`config.mk`:
```
export PLATFORM = sky130hd
export DESIGN_NAME = conv_enc_out_sched
export DESIGN_NICKNAME = d
export VERILOG_FILES = /design/src/rtl/conv_enc_pkg.sv /design/src/rtl/conv_sched_word_cnt.sv /design/src/rtl/conv_enc_out_sched.sv
export SDC_FILE = /design/constraint.sdc
export NUM_CORES = 1
export LEC_CHECK = 0
export ABC_AREA = 1
export BUFFER_PORTS_ARGS = -buffer_cell sky130_fd_sc_hd__buf_2
export CAP_MARGIN = 20
export CORE_UTILIZATION = 30
export CTS_CLUSTER_DIAMETER = 150
export DETAILED_ROUTE_END_ITERATION = 10
export REMOVE_ABC_BUFFERS = 1
export SLEW_MARGIN = 10
export SYNTH_ARGS = -nofsm -noshare
export SYNTH_HDL_FRONTEND = slang
export SYNTH_SLANG_ARGS = --single-unit
```
`constraint.sdc`:
```
create_clock -name clk -period 1.49 [get_ports clk]
set_input_delay 0.0745 -clock clk [delete_from_list [all_inputs] [get_ports clk]]
set_output_delay 0.0745 -clock clk [all_outputs]
set_load 0.1 [all_outputs]
```
`src/rtl/conv_enc_pkg.sv`:
```
// Shared definitions for the convolutional-encoder output path:
// scheduler state encoding, block sizes in FIFO words, and stream ids.
package conv_enc_pkg;

   localparam int SHORT_WORDS = 132;   // 1056-bit block
   localparam int LONG_WORDS  = 768;   // 6144-bit block
   localparam int CNT_W       = 10;    // holds LONG_WORDS-1

   localparam logic [1:0] SID_D0 = 2'd0;
   localparam logic [1:0] SID_D1 = 2'd1;
   localparam logic [1:0] SID_D2 = 2'd2;

   typedef enum logic [2:0] {
      IDLE = 3'd0,
      RD   = 3'd1,
      CAP  = 3'd2,
      E0   = 3'd3,
      E1   = 3'd4,
      E2   = 3'd5
   } sched_state_t;

endpackage

```
`src/rtl/conv_sched_word_cnt.sv`:
```
// Loadable word up-counter. A load clears the count and latches the index of
// the last word (N-1); tc flags that the current word is the last one.
module conv_sched_word_cnt #(
   parameter int CNT_W = 10
) (
   input  logic             clk,
   input  logic             reset,
   input  logic             load,
   input  logic [CNT_W-1:0] last_in,
   input  logic             inc,
   output logic [CNT_W-1:0] count,
   output logic             tc
);

   logic [CNT_W-1:0] last_q;

   // load wins over inc; the block length is fixed once loaded
   always_ff @(posedge clk or posedge reset) begin
      if (reset) begin
         count  <= '0;
         last_q <= '0;
      end else if (load) begin
         count  <= '0;
         last_q <= last_in;
      end else if (inc) begin
         count  <= count + 1'b1;
      end
   end

   assign tc = (count == last_q);

endmodule

```
`src/rtl/conv_enc_out_sched.sv`:
```
// Output scheduler for the rate-1/3 encoder: after each code block, reads the
// three sub-block FIFOs one word at a time and serializes d0, d1, d2 onto a
// byte stream with valid/ready, stream id and sop/eop tags.
// Optional: define CONV_SCHED_STATS_EN to add blocks_done / bytes_sent counters.
module conv_enc_out_sched
   import conv_enc_pkg::*;
#(
   parameter int SHORT_WORDS = conv_enc_pkg::SHORT_WORDS,
   parameter int LONG_WORDS  = conv_enc_pkg::LONG_WORDS,
   parameter int CNT_W       = conv_enc_pkg::CNT_W
) (
   input  logic        clk,
   input  logic        reset,
   input  logic        computation_done,
   input  logic        length_out,
   input  logic [7:0]  q0,
   input  logic [7:0]  q1,
   input  logic [7:0]  q2,
   output logic        rdreq_subblock,
   output logic [7:0]  out_data,
   output logic        out_valid,
   input  logic        out_ready,
   output logic [1:0]  out_stream_id,
   output logic        out_sop,
   output logic        out_eop,
   output logic        busy,
   output logic        err_overrun
`ifdef CONV_SCHED_STATS_EN
   ,
   output logic [15:0] blocks_done,
   output logic [23:0] bytes_sent
`endif
);

   localparam logic [CNT_W-1:0] SHORT_LAST = CNT_W'(SHORT_WORDS - 1);
   localparam logic [CNT_W-1:0] LONG_LAST  = CNT_W'(LONG_WORDS - 1);

   sched_state_t     state, next_state;
   logic [2:0][7:0]  hold;
   logic             pending, pend_len;
   logic             len_sel, cnt_load, cnt_inc, tc;
   logic [CNT_W-1:0] count;

   // a pending request takes priority over the live select in IDLE
   assign len_sel  = pending ? pend_len : length_out;
   assign cnt_load = (state == IDLE) && (computation_done || pending);
   assign cnt_inc  = (state == E2) && out_ready && !tc;
   assign busy     = (state != IDLE);

   conv_sched_word_cnt #(.CNT_W(CNT_W)) u_word_cnt (
      .clk     (clk),
      .reset   (reset),
      .load    (cnt_load),
      .last_in (len_sel ? LONG_LAST : SHORT_LAST),
      .inc     (cnt_inc),
      .count   (count),
      .tc      (tc)
   );

   // state register
   always_ff @(posedge clk or posedge reset) begin
      if (reset) state <= IDLE;
      else       state <= next_state;
   end

   // next state and output mux; outputs only change with state/hold, so they
   // stay stable across a stall
   always_comb begin
      next_state     = state;
      rdreq_subblock = 1'b0;
      out_valid      = 1'b0;
      out_data       = '0;
      out_stream_id  = SID_D0;
      out_sop        = 1'b0;
      out_eop        = 1'b0;
      case (state)
         IDLE: if (computation_done || pending) next_state = RD;
         RD: begin
            rdreq_subblock = 1'b1;
            next_state     = CAP;
         end
         CAP: next_state = E0;
         E0: begin
            out_valid     = 1'b1;
            out_data      = hold[0];
            out_stream_id = SID_D0;
            out_sop       = (count == '0);
            if (out_ready) next_state = E1;
         end
         E1: begin
            out_valid     = 1'b1;
            out_data      = hold[1];
            out_stream_id = SID_D1;
            if (out_ready) next_state = E2;
         end
         E2: begin
            out_valid     = 1'b1;
            out_data      = hold[2];
            out_stream_id = SID_D2;
            out_eop       = tc;
            if (out_ready) next_state = tc ? IDLE : RD;
         end
         default: next_state = IDLE;
      endcase
   end

   // FIFO data arrives the cycle after RD, i.e. while in CAP
   always_ff @(posedge clk or posedge reset) begin
      if (reset)             hold <= '0;
      else if (state == CAP) hold <= {q2, q1, q0};
   end

   // one request can wait behind the running block; a further one is lost
   always_ff @(posedge clk or posedge reset) begin
      if (reset) begin
         pending     <= 1'b0;
         pend_len    <= 1'b0;
         err_overrun <= 1'b0;
      end else if (state == IDLE) begin
         pending <= 1'b0;
      end else if (computation_done) begin
         if (!pending) begin
            pending  <= 1'b1;
            pend_len <= length_out;
         end else begin
            err_overrun <= 1'b1;
         end
      end
   end

`ifdef CONV_SCHED_STATS_EN
   // free-running, wrapping traffic counters
   always_ff @(posedge clk or posedge reset) begin
      if (reset) begin
         blocks_done <= '0;
         bytes_sent  <= '0;
      end else if (out_valid && out_ready) begin
         bytes_sent <= bytes_sent + 1'b1;
         if (state == E2 && tc) blocks_done <= blocks_done + 1'b1;
      end
   end
`endif

endmodule

```
==> impl_metrics.toml <==
[status]
status = "complete, but fails checks"
violations = "setup timing"

[pwr]
power_frac_seq_pct = 23.8
p_comb_share_pct = 67.2
p_leak_nw = 1.69
intPower_w = 0.00408
vdd_drop_max_mv = 2.10
p_clk_share_pct = 9.0
power_density_mw_per_mm2 = 2270
p_switching_w = 0.00388
switching_share_pct = 48.7

[timing]
setup_viol = 18
clock.fmax_mhz = 572
worstMarginPinSlew_ns = 0.563
slew_headroom_pct = 62.5
hold_viol = 0
fin_ws_ns = -0.257
skew_ns = 0.00827
slew_violations = 0
fin_crit_ns = 1.75
finalCritPeriodShare_pct = 117
rsz0062_at_grt = "true"

[die]
start_util_pct = 31.7
dieArea_sq_mm = 0.00773
fp-row-count = 30
die_h_um = 87.9
fp.coreArea_sq_mm = 0.00698
fp.dieW_um = 87.9
pin_count = 45

[placed_design]
place_area_sq_mm = 0.00290
hpwl_um = 3670
numPortBuffers = 44
pre_cts_ws_ns = 0.0495
gp_congestion = 0.846

[synth]
synthCells = 266
avgSynthCellArea_sq_um = 8.33
ys_seq_area_share_pct = 47.4
yosysTopAreaCell = "dfrtp_1"
synth_top_area_share_pct = 47.4
ys_ff_latch = 42
syn_area_sq_mm = 0.00222
synth_area_leaders = "dfrtp_1 47%, nand2_1 10%, nor2_1 5.8%, mux2_1 5.6%, inv_1 4.4%"
synth_cell_type_count = 30
yosysWarnings = 0

[critical_path]
path_cells = "nor2_2, nand2_2, buf_6, o211ai_1, clkbuf_16"
slowest_delay_ns = 0.42
path_max_fanout = 6
cp-start-kind = "register"
slowest_stage = "dfrtp_1"
crit_type = "register to primary output"
worst_setup_path_end_kind = "primary output"
worst-endpoint-required_ns = 1.42
worstPathArrival_ns = 1.67

[flow_run]
max_cap_violations = 0

[final_layout]
final_common_cell = "nand2_1"
num-nets-final = 396
antenna_cells = 0
drive_above_1_share_pct = 40.3
final_util_pct = 50.2
mostFrequentLayoutCells = "53 x nand2_1, 38 x dfrtp_1, 36 x buf_4, 29 x buf_2, 28 x nor2_1"
final_cell_area_sq_mm = 0.00350
syn2layout_area_growth_pct = 58.0

[cts]
cts_tree = "built"
cts_sinks = 42
clk_latency_ns = 0.29
max-clock-path-buffers = 2
cts-root-buf = "clkbuf_8"
clk_pin_slew_ns = 0.08
numCtsBuffers = 5
htreeDepth = 2

[global_routing]
grt.total_usage_pct = 16.1
grt_max_degree = 43
grt_pass1_wl_um = 9720
grt_overflow = 0
grt_pass1_vias = 2175
antenna_found_initial = 0

[route]
ant_nets = 0
viasPerCell = 4.52
drt_iter0_markers = 76
wirelength_um = 5770
num_vias = 2083
drc = 0
routedWlPerCell_um = 12.5
drt_pass1_iterations = 4

[hold_path]
hold_class = "input port to register"
-- registers in the layout (all words and copies together), names as in the netlist --
name	count
err_overrun	1
pend_len	1
u_word_cnt.last_q	2
hold	24
u_word_cnt.count	10
state	3
pending	1
-- worst max-delay path, delay by kind of cell, from the launching register on --
family          cells  cell delay, ns
simple gates        2            0.27
flops               1            0.42
buf+inv             2            0.41
compound gates      1            0.27
-- cell families (layout without fill, tap and decap cells) --
family	count (synthesis)	after routing	share of synthesized area [%]
fa+ha+maj	2	2	1.13
buf+inv	42	141	8.36
xor+xnor	5	5	1.98
simple gates	133	133	27.1
mux	11	11	5.59
flops	42	42	47.4
compound gates	31	31	8.41
-- layout make-up --
cell class	instances	area, sq um
fillers	658	3480
flip-flops and latches	42	1060
clock inverters	1	7.51
multi-input cells	182	1170
well taps	96	120
repair buffers	100	938
inverters	34	138
clock buffers	6	72.6
-- power by group through the flow --
| stage | Sequential (W) | Clock (W) | Combinational, W |
|---|---|---|---|
| after floorplan | 0.00188 | 0 | 0.00278 |
| after CTS | 0.00188 | 0.000730 | 0.00497 |
| after global placement | 0.00190 | 0 | 0.00446 |
| after detailed placement | 0.00191 | 0 | 0.00449 |
| final | 0.00189 | 0.000712 | 0.00535 |
| after global routing | 0.00196 | 0.000769 | 0.00569 |
-- Yosys cell counts, drive strengths merged --
master,n
a21oi,17
a31o,1
and3,1
buf,8
dfrtp,42
ha,2
inv,34
mux2,11
nand2,64
nand3,20
nand4,5
nor2,38
nor3,2
nor3b,1
nor4,1
o211ai,3
o21ai,4
o221ai,5
o22ai,1
or2,1
xor2,5
-- repair_timing --
action                     CTS  global route
setup endpoints to repair   11            24
hold endpoints to repair    54             0
gates resized for setup     28            29
buffers inserted            16             8
pin swaps                    4            12
hold buffers                13             0
-- final timing paths --
| path | from | end | slack [ns] | cells past startpoint |
|---|---|---|---|---|
| setup / recovery | state[0] | out_data[5] | -0.26 | 5 |
| hold / removal | q1[3] | hold[11] | 0.02 | 3 |
| setup reg to reg | state[0] | hold[5] | -0.01 | 6 |
| hold reg to reg | err_overrun | err_overrun | 0.47 | 1 |
| max in group asynchronous | reset | u_word_cnt.count[1] | 0.60 | 4 |
| min in group asynchronous | reset | hold[20] | 0.46 | 4 |
-- routing by layer --
metal | part of all wire [%] | track usage, % | up-vias
met1 | 44 | 19.0 | 972
met5 | 0 | 0 | -
li1 | - | - | 1059
met3 | 4.4 | 3.86 | 4
met2 | 51 | 29.4 | 48
met4 | 0.69 | 3.73 | 0
-- stage by stage --
step | hold slack [ns] | power (W) | instances | TNS, ns
final | 0.0228 | 0.00796 | 461 | -1.85
after global routing | 0.0362 | 0.00842 | 461 | -3.26
after CTS | 0.0137 | 0.00757 | 455 | -1.26
after detailed placement | 0.250 | 0.00641 | 420 | 0
after global placement | 0.247 | 0.00636 | 420 | 0
after floorplan | 0.183 | 0.00467 | 258 | -22.44
Power figures use the tool's default switching activity.
